$ cat src/rtl/gate_test_sequencer_if.sv
// Gate-bank test port bundle: the controller/gate bank (master) supplies start,
// result and expected; the sequencer (slave) drives select, stimulus and status.
interface gate_test_sequencer_if;
  logic       start;
  logic [7:0] result;
  logic [7:0] expected;
  logic [3:0] sel;
  logic [3:0] stim;
  logic       busy;
  logic       done;
  logic       pass;
  logic [7:0] err_count;
  logic [3:0] fail_sel;
  logic [3:0] fail_stim;

  modport master (
    output start, result, expected,
    input  sel, stim, busy, done, pass, err_count, fail_sel, fail_stim
  );

  modport slave (
    input  start, result, expected,
    output sel, stim, busy, done, pass, err_count, fail_sel, fail_stim
  );
endinterface

$ cat src/rtl/gate_test_sequencer.sv
// Walks every (sel, stim) vector through a gate bank, compares result against
// expected and records mismatches. Optional macro GATESEQ_STOP_ON_FAIL_EN ends a run at the first mismatch.
module gate_test_sequencer #(
  parameter int unsigned SETTLE   = 2,
  parameter int unsigned SEL_LAST = 15
) (
  input  logic                    clk,
  input  logic                    rst_n,
  gate_test_sequencer_if.slave    bus
);

  typedef enum logic [2:0] {
    ST_IDLE   = 3'd0,
    ST_DRIVE  = 3'd1,
    ST_SETTLE = 3'd2,
    ST_CHECK  = 3'd3,
    ST_DONE   = 3'd4
  } state_t;

  localparam logic [3:0] SETTLE_W   = SETTLE[3:0];
  localparam logic [3:0] SEL_LAST_W = SEL_LAST[3:0];

  state_t     state_r;
  state_t     state_nx_s;
  logic [3:0] cnt_r;
  logic [3:0] cnt_nx_s;
  logic [3:0] sel_r;
  logic [3:0] sel_nx_s;
  logic [3:0] stim_r;
  logic [3:0] stim_nx_s;
  logic [7:0] err_count_r;
  logic [7:0] err_nx_s;
  logic [3:0] fail_sel_r;
  logic [3:0] fail_sel_nx_s;
  logic [3:0] fail_stim_r;
  logic [3:0] fail_stim_nx_s;
  logic       busy_r;
  logic       busy_nx_s;
  logic       done_r;
  logic       done_nx_s;
  logic       pass_r;
  logic       pass_nx_s;

  logic       start_acc_s;
  logic       mismatch_s;
  logic       last_vec_s;
  logic       stop_fail_s;

  assign start_acc_s = bus.start && ((state_r == ST_IDLE) || (state_r == ST_DONE));
  assign mismatch_s  = (bus.result != bus.expected);
  assign last_vec_s  = (sel_r == SEL_LAST_W) && (stim_r == 4'hF);

`ifdef GATESEQ_STOP_ON_FAIL_EN
  assign stop_fail_s = mismatch_s;
`else
  assign stop_fail_s = 1'b0;
`endif

  // State and datapath registers; everything clears while rst_n is low.
  always_ff @(posedge clk) begin
    if (!rst_n) begin
      state_r     <= ST_IDLE;
      cnt_r       <= 4'd0;
      sel_r       <= 4'd0;
      stim_r      <= 4'd0;
      err_count_r <= 8'd0;
      fail_sel_r  <= 4'd0;
      fail_stim_r <= 4'd0;
      busy_r      <= 1'b0;
      done_r      <= 1'b0;
      pass_r      <= 1'b0;
    end else begin
      state_r     <= state_nx_s;
      cnt_r       <= cnt_nx_s;
      sel_r       <= sel_nx_s;
      stim_r      <= stim_nx_s;
      err_count_r <= err_nx_s;
      fail_sel_r  <= fail_sel_nx_s;
      fail_stim_r <= fail_stim_nx_s;
      busy_r      <= busy_nx_s;
      done_r      <= done_nx_s;
      pass_r      <= pass_nx_s;
    end
  end

  // Next-state decode.
  always_comb begin
    state_nx_s = state_r;
    case (state_r)
      ST_IDLE, ST_DONE: begin
        if (bus.start) state_nx_s = ST_DRIVE;
        else           state_nx_s = state_r;
      end
      ST_DRIVE: begin
        if (SETTLE_W == 4'd0) state_nx_s = ST_CHECK;
        else                  state_nx_s = ST_SETTLE;
      end
      ST_SETTLE: begin
        if (cnt_r == 4'd0) state_nx_s = ST_CHECK;
        else               state_nx_s = ST_SETTLE;
      end
      ST_CHECK: begin
        if (stop_fail_s || last_vec_s) state_nx_s = ST_DONE;
        else                           state_nx_s = ST_DRIVE;
      end
      default: state_nx_s = ST_IDLE;
    endcase
  end

  // Next values of the datapath and the registered status outputs.
  always_comb begin
    cnt_nx_s       = cnt_r;
    sel_nx_s       = sel_r;
    stim_nx_s      = stim_r;
    err_nx_s       = err_count_r;
    fail_sel_nx_s  = fail_sel_r;
    fail_stim_nx_s = fail_stim_r;

    if (start_acc_s) begin
      sel_nx_s       = 4'd0;
      stim_nx_s      = 4'd0;
      err_nx_s       = 8'd0;
      fail_sel_nx_s  = 4'd0;
      fail_stim_nx_s = 4'd0;
    end else if (state_r == ST_DRIVE) begin
      // Loaded so that SETTLE runs exactly SETTLE cycles ending on zero.
      cnt_nx_s = SETTLE_W - 4'd1;
    end else if (state_r == ST_SETTLE) begin
      cnt_nx_s = cnt_r - 4'd1;
    end else if (state_r == ST_CHECK) begin
      if (mismatch_s) begin
        if (err_count_r == 8'hFF) err_nx_s = 8'hFF;
        else                      err_nx_s = err_count_r + 8'd1;
        // err_count never returns to zero within a run, so zero marks the first mismatch.
        if (err_count_r == 8'd0) begin
          fail_sel_nx_s  = sel_r;
          fail_stim_nx_s = stim_r;
        end else begin
          fail_sel_nx_s  = fail_sel_r;
          fail_stim_nx_s = fail_stim_r;
        end
      end else begin
        err_nx_s = err_count_r;
      end
      if (state_nx_s == ST_DRIVE) begin
        stim_nx_s = stim_r + 4'd1;
        if (stim_r == 4'hF) sel_nx_s = sel_r + 4'd1;
        else                sel_nx_s = sel_r;
      end else begin
        stim_nx_s = stim_r;
      end
    end else begin
      cnt_nx_s = cnt_r;
    end

    case (state_nx_s)
      ST_DRIVE, ST_SETTLE, ST_CHECK: begin
        busy_nx_s = 1'b1;
        done_nx_s = 1'b0;
      end
      ST_DONE: begin
        busy_nx_s = 1'b0;
        done_nx_s = 1'b1;
      end
      default: begin
        busy_nx_s = 1'b0;
        done_nx_s = 1'b0;
      end
    endcase
    pass_nx_s = done_nx_s && (err_nx_s == 8'd0);
  end

  assign bus.sel       = sel_r;
  assign bus.stim      = stim_r;
  assign bus.busy      = busy_r;
  assign bus.done      = done_r;
  assign bus.pass      = pass_r;
  assign bus.err_count = err_count_r;
  assign bus.fail_sel  = fail_sel_r;
  assign bus.fail_stim = fail_stim_r;

endmodule

$ cat src/flat_wrapper.sv
// flat-port wrapper written by rule: the top's interface ports become plain ports
module gate_test_sequencer_flat 
#(
  parameter int unsigned SETTLE   = 2,
  parameter int unsigned SEL_LAST = 15
)
  (clk, rst_n, bus_start, bus_result, bus_expected, bus_sel, bus_stim, bus_busy, bus_done, bus_pass, bus_err_count, bus_fail_sel, bus_fail_stim);
  gate_test_sequencer_if bus_i ();
  input  logic clk;
  input  logic rst_n;
  input wire logic [$bits(bus_i.start)-1:0] bus_start;
  input wire logic [$bits(bus_i.result)-1:0] bus_result;
  input wire logic [$bits(bus_i.expected)-1:0] bus_expected;
  output wire logic [$bits(bus_i.sel)-1:0] bus_sel;
  output wire logic [$bits(bus_i.stim)-1:0] bus_stim;
  output wire logic [$bits(bus_i.busy)-1:0] bus_busy;
  output wire logic [$bits(bus_i.done)-1:0] bus_done;
  output wire logic [$bits(bus_i.pass)-1:0] bus_pass;
  output wire logic [$bits(bus_i.err_count)-1:0] bus_err_count;
  output wire logic [$bits(bus_i.fail_sel)-1:0] bus_fail_sel;
  output wire logic [$bits(bus_i.fail_stim)-1:0] bus_fail_stim;
  assign bus_i.start = bus_start;
  assign bus_i.result = bus_result;
  assign bus_i.expected = bus_expected;
  assign bus_sel = bus_i.sel;
  assign bus_stim = bus_i.stim;
  assign bus_busy = bus_i.busy;
  assign bus_done = bus_i.done;
  assign bus_pass = bus_i.pass;
  assign bus_err_count = bus_i.err_count;
  assign bus_fail_sel = bus_i.fail_sel;
  assign bus_fail_stim = bus_i.fail_stim;
  gate_test_sequencer #(.SETTLE(SETTLE), .SEL_LAST(SEL_LAST)) u_core (.clk(clk), .rst_n(rst_n), .bus(bus_i));
endmodule
$ cat config.mk
export PLATFORM = sky130hd
export DESIGN_NAME = gate_test_sequencer_flat
export DESIGN_NICKNAME = d
export VERILOG_FILES = /design/src/rtl/gate_test_sequencer_if.sv /design/src/rtl/gate_test_sequencer.sv /design/src/flat_wrapper.sv
export SDC_FILE = /design/constraint.sdc
export NUM_CORES = 1
export LEC_CHECK = 0
export CAP_MARGIN = 40
export CORE_AREA = 3 3 83 54
export DETAILED_ROUTE_END_ITERATION = 16
export DIE_AREA = 0 0 86 57
export PLACE_DENSITY = 0.88
export RECOVER_POWER = 100
export SKIP_LAST_GASP = 1
export SLEW_MARGIN = 20
export SYNTH_ARGS = -nofsm -noshare
export SYNTH_HDL_FRONTEND = slang
export SYNTH_SLANG_ARGS = --single-unit
$ cat constraint.sdc
create_clock -name clk -period 2.4 [get_ports clk]
set_input_delay 0.48 -clock clk [delete_from_list [all_inputs] [get_ports clk]]
set_output_delay 0.48 -clock clk [all_outputs]
set_load 0.05 [all_outputs]
# After elaboration in Yosys (flattened, before gate mapping)
# Index checks and enable logic that the tools add are counted.
[op_classes]
addsub = 4
n_eq_ne = 12
mux = 14
n_bitwise = 4
reduce_logical = 16
[ops]
columns = ["op", "count"]
rows = [
  ["$mux 8", 6],
  ["$logic_not 8->1", 2],
  ["$eq 3x2->1 const B", 4],
  ["$pmux 3 s4", 1],
  ["$reduce_and 5->1", 2],
  ["$add 4x1->4 const B", 2],
  ["$add 8x1->8 const B", 1],
  ["$eq 4x4->1 const B", 2],
  ["$eq 8x8->1 const B", 1],
  ["$mux 4", 2],
  ["$ne 8x8->1", 1],
  ["$eq 3x1->1 const B", 2],
  ["$eq 3x3->1 const B", 2],
  ["$mux 3", 2],
  ["$logic_not 4->1", 1],
  ["$not 1->1", 4],
  ["$reduce_and 4->1", 1],
  ["$reduce_or 2->1", 2],
  ["$sub 4x1->4 const B", 1],
  ["$logic_and 1x1->1", 3],
  ["$logic_not 3->1", 1],
  ["$mux 1", 3],
  ["$reduce_or 3->1", 1],
  ["$reduce_and 2->1", 1],
  ["other kinds (2)", 2],
]
[word_totals]
reg_bits = 34
input_bits = 19
out_inout_bits = 27
word_cells = 60

# Depth between registers and ports, before layout
[depth]
depth_word = 9
mapped_depth = 9
mapped_depth_nobuf = 7

# Least setup slack after synthesis
# OpenSTA, ideal clock, no wires.
[synth_path]
kind = "register -> register"
start = "reg u_core.sel_r[0] (netlist: u_core.bus.sel[0])"
end = "reg u_core.sel_r[3] (netlist: u_core.bus.sel[3])"
arrival_ps = 2019
required_ps = 2272
path_slack_ps = 253
path_stages_with_launch = 10
path_buffers = 2
period_less_slack_ps = 2147
path_cell_list = "dfxtp_1 ha_1 nand4_1 o21ba_2 buf_4 and4_1 buf_2 nand4_1 xor2_1 nor2_1"
[synth_between]
elab_chain_len = 6
[synth_lines]
columns = ["element", "line", "source"]
rows = [
  ["from (decl)", "gate_test_sequencer.sv:27", "logic [3:0] sel_r;"],
  ["from (signal assigned)", "gate_test_sequencer.sv:75", "sel_r <= sel_nx_s;"],
  ["$eq 4x4->1", "gate_test_sequencer.sv:51", "assign last_vec_s = (sel_r == SEL_LAST_W) && (stim_r == 4'hF);"],
  ["$logic_and 1x1->1", "gate_test_sequencer.sv:51", ""],
  ["$mux 3", "gate_test_sequencer.sv:103", "if (stop_fail_s || last_vec_s) state_nx_s = ST_DONE;"],
  ["$pmux 3 s4", "gate_test_sequencer.sv:89", "case (state_r)"],
  ["$eq 3x1->1", "gate_test_sequencer.sv:145", "if (state_nx_s == ST_DRIVE) begin"],
  ["$reduce_and 5->1 (no line)", "--", ""],
]
# Parallel ways exist; a longest one is shown, timed or not.
# A chain may end at the register's enable or synchronous reset.

# Final worst setup path
[layout_path]
start = "reg u_core.err_count_r[2] (netlist: u_core.bus.err_count[2])"
end = "out bus_err_count[2]"
[layout_lines]
columns = ["element", "line", "source"]
rows = [
  ["from (decl)", "gate_test_sequencer.sv:31", "logic [7:0] err_count_r;"],
  ["from (signal assigned)", "gate_test_sequencer.sv:77", "err_count_r <= err_nx_s;"],
  ["to (decl)", "flat_wrapper.sv:19", "output wire logic [$bits(bus_i.err_count)-1:0] bus_err_count;"],
]
# No word-level cell between the ends.

==> impl_metrics.env <==
export IMPL_status="completed"
export IMPL_worst_max_slew_margin_expressed_relative_to_the_limit_pct=61.1
export IMPL_syn_instance_count=202
export IMPL_synth_top_cell_area_share_pct=37.6
export IMPL_synth_seq_area_share_pct=37.6
export IMPL_synth_nets=227
export IMPL_crit_path_cell_trace="dlygate4sd3_1"
export IMPL_worstPathRequired_ns=1.92
export IMPL_cts_sinks=34
export IMPL_powerDensity_mw_per_mm2=614
export IMPL_grt_overflow_total=0
export IMPL_final_util_pct=65.3
export IMPL_cts_hold_buf=0
export IMPL_ff_latch_area_um2=681
export IMPL_num_nets_final=275
export IMPL_synth_edff_count=0
export IMPL_drt_iter0_markers=109
export IMPL_min_path_type="reg -> reg"
export IMPL_wire_per_inst_um=13.9
export IMPL_max_clock_path_buffers=2
export IMPL_clk_latency_ns=0.29
export IMPL_synth_compound_area_share_pct=12.8
export IMPL_grt_start_max_net_pins=17
export IMPL_totalNegativeSetupSlack_ns=0
export IMPL_fin_hold_viols=0
export IMPL_ff2ff_path_depth=5
export IMPL_whs_path_depth=2
export IMPL_worst_setup_hold_path_clk_slew_ns=0.07
export IMPL_clock_tree_htree_level_count=2
export IMPL_yosysMostFrequentCell="sky130_fd_sc_hd__dfxtp_1"
export IMPL_synth_async_sr_flop_share_pct=0
export IMPL_combinational_family_with_the_most_area_after_synthesis="simple AND/OR/NAND/NOR gates"
export IMPL_post_route_drc_count=0
export IMPL_total_leakage_power_nw=0.981
export IMPL_cp_depth=1
export IMPL_ys_seq_elements=34
export IMPL_clock_skew_ns=0.00464
export IMPL_antenna_found_initial=0
export IMPL_netlist_area_mm2=0.00181
export IMPL_gp_routability_congestion=0.945
export IMPL_synth_adder_area_share_pct=4.14
export IMPL_post_synth_main_area_contributors="sky130_fd_sc_hd__dfxtp_1 (38%), sky130_fd_sc_hd__mux2i_1 (6.6%), sky130_fd_sc_hd__nor2_1 (6.0%)"
export IMPL_die_width_um=86
export IMPL_root_buffer="sky130_fd_sc_hd__clkbuf_8"
export IMPL_cts_setup_buffers=0
export IMPL_io_buffer_count=45
export IMPL_first_global_vias=1499
export IMPL_route_antenna_remaining_nets=0
export IMPL_floorplan_initialDensity_pct=49.2
export IMPL_global_route_usage_total_pct=18.0
export IMPL_maximum_fanout_encountered_on_the_critical_timing_path=11
export IMPL_global_route_wire_length_before_repair_mm=6.98
export IMPL_antennaDiodeCount=0
export IMPL_synth_area_mux_share_pct=7.39
export IMPL_postCtsResizedCells=0
export IMPL_worst_setup_path_type="reg -> out"
export IMPL_cts_buffers_inserted=5
export IMPL_max_vdd_ir_drop_uv=488
export IMPL_setup_slack_on_the_worst_flop_to_flop_path_ns=0.40
export IMPL_tritoncts_clock_tree="built"
export IMPL_num_vias=1589
export IMPL_route_final_wire_length_mm=4.12
export IMPL_setup_worst_path_start_class="register"
export IMPL_synth_simple_gate_area_share_pct=25.3
export IMPL_post_synth_xor_area_fraction_pct=7.73
export IMPL_detail_route_vias_per_cell=5.35
export IMPL_post_synth_top_area_cell="sky130_fd_sc_hd__dfxtp_1"
export IMPL_synth_flop_cell="sky130_fd_sc_hd__dfxtp_1"
export IMPL_worst_slew_pin_slew_ns=0.581
export IMPL_core_area_mm2=0.00368
export IMPL_fmaxAchievable_mhz=454
export IMPL_totalPowerFinal_mw=1.48
export IMPL_post_layout_nonfiller_instances=297
export IMPL_multi_input_area_mm2=0.00103
export IMPL_cp_end_kind="primary output"
export IMPL_critPathBufInv=1
export IMPL_crit_arrival_ns=1.72
export IMPL_final_max_slew_viol_count=0
export IMPL_worst_hold_slack_ns=0.503
export IMPL_max_cap_violations=0
export IMPL_detailedRoute_firstPassIterationCount=4
export IMPL_ys_types=51
export IMPL_min_period_ns=2.20
export IMPL_crit_slowest_cell="sky130_fd_sc_hd__dlygate4sd3_1"
export IMPL_hpwlAfterDp_mm=3.08
export IMPL_postSynthAreaPerCell_um2=8.97
export IMPL_pin_count=46
export IMPL_layout_drive_gt1_share_pct=8.80
export IMPL_rsz0062_at_grt="no"
export IMPL_synth_yosys_warnings=0
export IMPL_area_growth_from_synthesis_to_layout_pct=32.6
export IMPL_fp_dieArea_mm2=0.00490
export IMPL_placed_cells=290
export IMPL_filler_cell_count=298
export IMPL_cp_top_family="buffers and inverters"
export IMPL_timing_final_setup_violations=0
export IMPL_crit_path_max_incr_delay_ns=0.92
export IMPL_final_period_utilization_pct=91.8
export IMPL_die_h_um=57
export IMPL_row_count=17
export IMPL_synthTopCellsByCount="sky130_fd_sc_hd__dfxtp_1 (34), sky130_fd_sc_hd__nor2_1 (29), sky130_fd_sc_hd__nand2_1 (13)"
layout by cell type (no fill, tap or decap), types with 2 or more instances in the layout:
cell / synthesis / routed
sky130_fd_sc_hd__nor4_2: 3 / 3
sky130_fd_sc_hd__buf_4: 1 / 4
sky130_fd_sc_hd__clkbuf_8: 0 / 6
sky130_fd_sc_hd__clkdlybuf4s50_1: 0 / 17
sky130_fd_sc_hd__dlygate4sd3_1: 0 / 28
sky130_fd_sc_hd__and2_0: 0 / 3
sky130_fd_sc_hd__mux2i_1: 12 / 12
sky130_fd_sc_hd__ha_1: 6 / 6
sky130_fd_sc_hd__a211oi_1: 2 / 2
sky130_fd_sc_hd__nor2_1: 29 / 29
sky130_fd_sc_hd__and3_1: 5 / 5
sky130_fd_sc_hd__dfxtp_1: 34 / 34
sky130_fd_sc_hd__o21a_1: 3 / 3
sky130_fd_sc_hd__nand2_1: 13 / 13
sky130_fd_sc_hd__a311oi_1: 2 / 2
sky130_fd_sc_hd__nor3_1: 7 / 7
sky130_fd_sc_hd__nand2b_1: 2 / 2
sky130_fd_sc_hd__inv_1: 6 / 6
sky130_fd_sc_hd__nor4b_1: 3 / 3
sky130_fd_sc_hd__clkbuf_1: 5 / 5
sky130_fd_sc_hd__a21oi_1: 6 / 6
sky130_fd_sc_hd__o21ai_0: 4 / 4
sky130_fd_sc_hd__nand3_1: 2 / 2
sky130_fd_sc_hd__xor2_1: 12 / 12
sky130_fd_sc_hd__nand4_1: 5 / 5
sky130_fd_sc_hd__xnor2_1: 4 / 4
sequential cells by signal, summed over array words and instances, names as in the netlist:
register,cells
u_core.bus.err_count,8
u_core.bus.fail_sel,4
u_core.bus.fail_stim,4
u_core.bus.sel,4
u_core.bus.stim,4
u_core.cnt_r,4
u_core.state_r,3
u_core.bus.busy,1
u_core.bus.done,1
u_core.bus.pass,1
stage by stage:
step | setup WS (ns) | area [um2]
5_1_grt | 0.0456 | 2400
4_1_cts | 0.207 | 2430
3_3_place_gp | -0.0763 | 2320
6_report | 0.196 | 2400
2_1_floorplan | 0.253 | 1810
3_5_place_dp | -0.0890 | 2320
metal layers:
| layer | track usage (%) | vias up | routed length [um] |
|---|---|---|---|
| li1 | - | 812 | - |
| met1 | 25.0 | 704 | 1970 |
| met2 | 26.0 | 65 | 1700 |
| met3 | 5.34 | 8 | 387 |
| met4 | 7.45 | 0 | 61 |
| met5 | 0 | - | 0 |
final cells by class:
type                       instances  area share, %
clock buffer                       6           3.44
clock inverter                     1           1.25
inverter                           6          0.938
multi-input combinational        149           42.8
sequential                        34           28.3
tap                               47           2.45
timing repair buffer              54           20.8
power by group:
part	leakage [nW]	internal (mW)	switching [mW]
Sequential	0.275	0.595	0.0322
Clock	0.0573	0.332	0.206
Combinational	0.649	0.136	0.175
Total	0.981	1.06	0.413
final timing paths:
check / from / end
setup / recovery: u_core.bus.err_count[2]$_SDFF_PN0_ / bus_err_count[2]
hold / removal: u_core.bus.fail_stim[2]$_SDFFE_PP0P_ / u_core.bus.fail_stim[2]$_SDFFE_PP0P_
setup reg to reg: u_core.state_r[1]$_SDFF_PN0_ / u_core.bus.fail_stim[3]$_SDFFE_PP0P_
hold reg to reg: u_core.bus.fail_stim[2]$_SDFFE_PP0P_ / u_core.bus.fail_stim[2]$_SDFFE_PP0P_
kinds of logic (layout without fill, tap and decap cells):
family / count (synthesis) / after routing
and+or+nand+nor: 83 / 83
adders and majority gates: 6 / 6
buffers and inverters: 19 / 67
DFF: 34 / 34
AOI/OAI and AO/OA: 31 / 31
muxes: 13 / 13
xor gates and xnor gates: 16 / 16
Note: power is estimated with default switching activity, not from simulation.
==> patch 1: new RTL, config.mk and constraints unchanged <==
Re-encode `state_t` (5 states) as one-hot, 5 bits wide.
--- a/src/rtl/gate_test_sequencer.sv
+++ b/src/rtl/gate_test_sequencer.sv
@@ -9,12 +9,12 @@
   gate_test_sequencer_if.slave    bus
 );
 
-  typedef enum logic [2:0] {
-    ST_IDLE   = 3'd0,
-    ST_DRIVE  = 3'd1,
-    ST_SETTLE = 3'd2,
-    ST_CHECK  = 3'd3,
-    ST_DONE   = 3'd4
+  typedef enum logic [4:0] {
+    ST_IDLE   = 5'b00001,
+    ST_DRIVE  = 5'b00010,
+    ST_SETTLE = 5'b00100,
+    ST_CHECK  = 5'b01000,
+    ST_DONE   = 5'b10000
   } state_t;
 
   localparam logic [3:0] SETTLE_W   = SETTLE[3:0];
Function: no difference found for any inputs over 10 cycles, from zero or initial values and one cycle with rst_n low; not proved beyond that.
==> patch 1 against the unedited design <==
Register-to-register slack worse by 160 ps; sequential cell count is 2 higher; wire length is 12% higher; area after synthesis is 11% higher; critical path depth is 6 higher; cell area is 9.9% higher; setup slack worse by 83 ps; clock skew is 1.3 ps higher; sequential share of layout area is 1.0 points lower; highest routed layer unchanged.
Power is not compared: it rests on default switching activity, and its combinational part moved more than twofold at a synthesized area within 25%.
==> patch 1: results (changes against the unedited design) <==
GRT met1 Usage - 28.0% (+3.0 points)
Yosys reg bits - 36 (+5.9%)
Detailed Route WL - 4610 um (+12%)
Slowest cell on crit path - clkdlybuf4s50_1
Final period util - 95.3% (+3.5 points)
Via-to-Cell Ratio - 5.71 (+6.8%)
Data buffer area share - 19.9% (-0.88 points)
Multi-input gates - 156 (+4.7%)
Fillcell total - 289 (-3.0%)
Max incr delay on CP - 470 ps (-450 ps)
Worst slack at placement - -52.0 ps (+37.0 ps)
GRT Total Usage - 20.5% (+2.5 points)
DP Cell Count - 304 (+4.8%)
First-pass GRT wire length - 7860 um (+13%)
Mapped Avg Cell Area - 9.48 um2 (+5.6%)
Storage cell area - 721 um2 (+5.9%)
Non-clk bufs - 55 (+1.9%)
Register area share after synthesis - 35.7% (-1.9 points)
Largest net degree at the start of global routing - 12 (-5)
Initial DRC count - 135 (+24%)
Mapped Nets - 237 (+4.4%)
Met3 wire len - 586 um (+51%)
Worst Tran Pin Value - 744 ps (+163 ps)
Clk_skew - 5.96 ps (+1.32 ps)
RePlAce Congestion - 0.835 (-12%)
Synth cell count leaders - 36 x dfxtp_1, 23 x nor2_1, 11 x mux2i_1, 10 x inv_1, 10 x xor2_1
Top cells by area, synth - dfxtp_1 36%, mux2i_1 5.5%, xor2_1 4.3%
FF-to-FF setup slack - 240 ps (-160 ps)
Met3 Usage GRT - 10.7% (+5.3 points)
Status - complete, no violations
Arrival time worst endpoint - 2450 ps (+730 ps)
==> patch 1: cell count changes after synthesis, sizes merged, moves of 3 or more <==
cell     unedited run  this run
clkbuf              6         3
nand4               5         1
a2111oi             0         4
a211oi              2         7
o21a                3         0
nand3               2         6
inv                 6        10
xnor2               4         8
nand2              13         8
nor3                7         4
==> patch 1: path summary, 6_finish.rpt <==
kind	start	to	cells past startpoint
max reg2reg	u_core.bus.err_count[0]	u_core.bus.pass	6
max	bus_start	u_core.bus.err_count[5]	7
min reg2reg	u_core.cnt_r[3]	u_core.state_r[3]	1
min	u_core.cnt_r[3]	u_core.state_r[3]	1
==> patch 1: logic make-up (layout without fill, tap and decap cells) <==
group / after synthesis / after routing / share of synthesized area (%)
muxes: 12 / 12 / 6.01
and+or+nand+nor: 80 / 80 / 24.8
AOI/OAI and AO/OA: 41 / 41 / 17.5
adders and majority gates: 5 / 5 / 3.10
DFF: 36 / 36 / 35.7
xor gates and xnor gates: 18 / 18 / 7.81
buffers and inverters: 21 / 73 / 5.02
==> patch 2: new RTL, same flow settings <==
Made on the original files. Add a define of `GATESEQ_STOP_ON_FAIL_EN`.
--- a/src/rtl/gate_test_sequencer.sv
+++ b/src/rtl/gate_test_sequencer.sv
@@ -1,5 +1,7 @@
 // Walks every (sel, stim) vector through a gate bank, compares result against
 // expected and records mismatches. Optional macro GATESEQ_STOP_ON_FAIL_EN ends a run at the first mismatch.
+`define GATESEQ_STOP_ON_FAIL_EN
+
 module gate_test_sequencer #(
   parameter int unsigned SETTLE   = 2,
   parameter int unsigned SEL_LAST = 15
Function: changed (a bounded check fails within 10 cycles, from zero or initial values and one cycle with rst_n low).
==> patch 2 against the unedited design <==
Die area did not move; sequential cell count did not move; area after synthesis decreased by 0.28%; cell area up 2.8%; global-route usage shrank 0.24 points; critical path type unchanged; core utilization rose by 1.8 points; total power increased by 2.6%; largest power group is now clock; clock skew is 2.4 ps higher; synthesized cell count up 2.0%; non-clock buffer count fell by 2; register-to-register slack worse by 90 ps; wire length grew 2.5%; setup slack worse by 4.3 ps; critical endpoint is now bus_err_count[4].
==> patch 2: results (changes against the unedited design) <==
Layout net count - 279 (+1.5%)
Area growth syn-to-layout - 36.7%
Worst r2r src - u_core.state_r[0]
Post-DP Area - 2340 um2 (+0.70%)
Data buffer area share - 20.8% (about the same)
Peak VDD IR - 0.366 mV (-25%)
Via-to-Cell Ratio - 5.59 (+4.5%)
Dpl hpwl - 3100 um (+0.59%)
DP Cell Count - 294 (+1.4%)
Static leakage - 0.955 nW (-2.7%)
Hold Crit Start - u_core.bus.fail_stim[0]
RePlAce Congestion - 0.945 (about the same)
Worst Tran Pin Value - 537 ps (-44.9 ps)
Register area share after synthesis - 37.7% (+0.10 points)
Final-layout clock-cell area share - 5.57% (+0.88 points)
GRT met1 Usage - 24.3% (-0.77 points)
Mapped Cells - 206 (+2.0%)
Largest net degree at the start of global routing - 21 (+4)
Sequential cells - 34 (unchanged)
FF-to-FF setup slack - 310 ps (-90 ps)
Clk_skew - 7.04 ps (+2.40 ps)
Detailed Route WL - 4220 um (+2.5%)
Crit path launch - u_core.bus.err_count[4]
Multi-input gates - 153 (+2.7%)
Worst Hold Slack - 490 ps (-13.4 ps)
Status - complete, no violations
Initial DRC count - 142 (+30%)
Met3 wire len - 363 um (-6.2%)
FF-to-FF End - u_core.bus.fail_sel[1]
Vias in the first global route - 1538 (+2.6%)
Top cells by area, synth - dfxtp_1 38%, mux2i_1 7.2%, nor2_1 5.8%
Mapped Nets - 231 (+1.8%)
Met1 Wirelength - 1970 um (about the same)
R2r worst-path depth - 6 (+1)
Worst slack at placement - -74.2 ps (+14.8 ps)
Met3 Usage GRT - 5.19% (-0.14 points)
-- patch 2: cell types whose count changed in the layout (fill, tap and decap cells not counted), moves of 3 or more --
| cell | before | now |
|---|---|---|
| nand4_1 | 5 | 1 |
| xor2_1 | 12 | 8 |
| o21ai_0 | 4 | 7 |
| nor4_4 | 0 | 3 |
| nor4_2 | 3 | 0 |
| a21oi_1 | 6 | 11 |
| nor3_1 | 7 | 4 |
| clkbuf_1 | 5 | 0 |
| nand3_1 | 2 | 9 |
-- patch 2: power by group --
group          switching [mW]  internal [mW]  total, mW
combinational           0.138          0.116      0.254
sequential             0.0279          0.587      0.615
clock                   0.229          0.416      0.645
-- patch 2: logic make-up after synthesis --
group	share of synthesized area (%)
and+or+nand+nor	25.6
DFF	37.7
AOI/OAI and AO/OA	15.0
xor gates and xnor gates	6.30
adders and majority gates	4.16
buffers and inverters	4.09
muxes	7.20
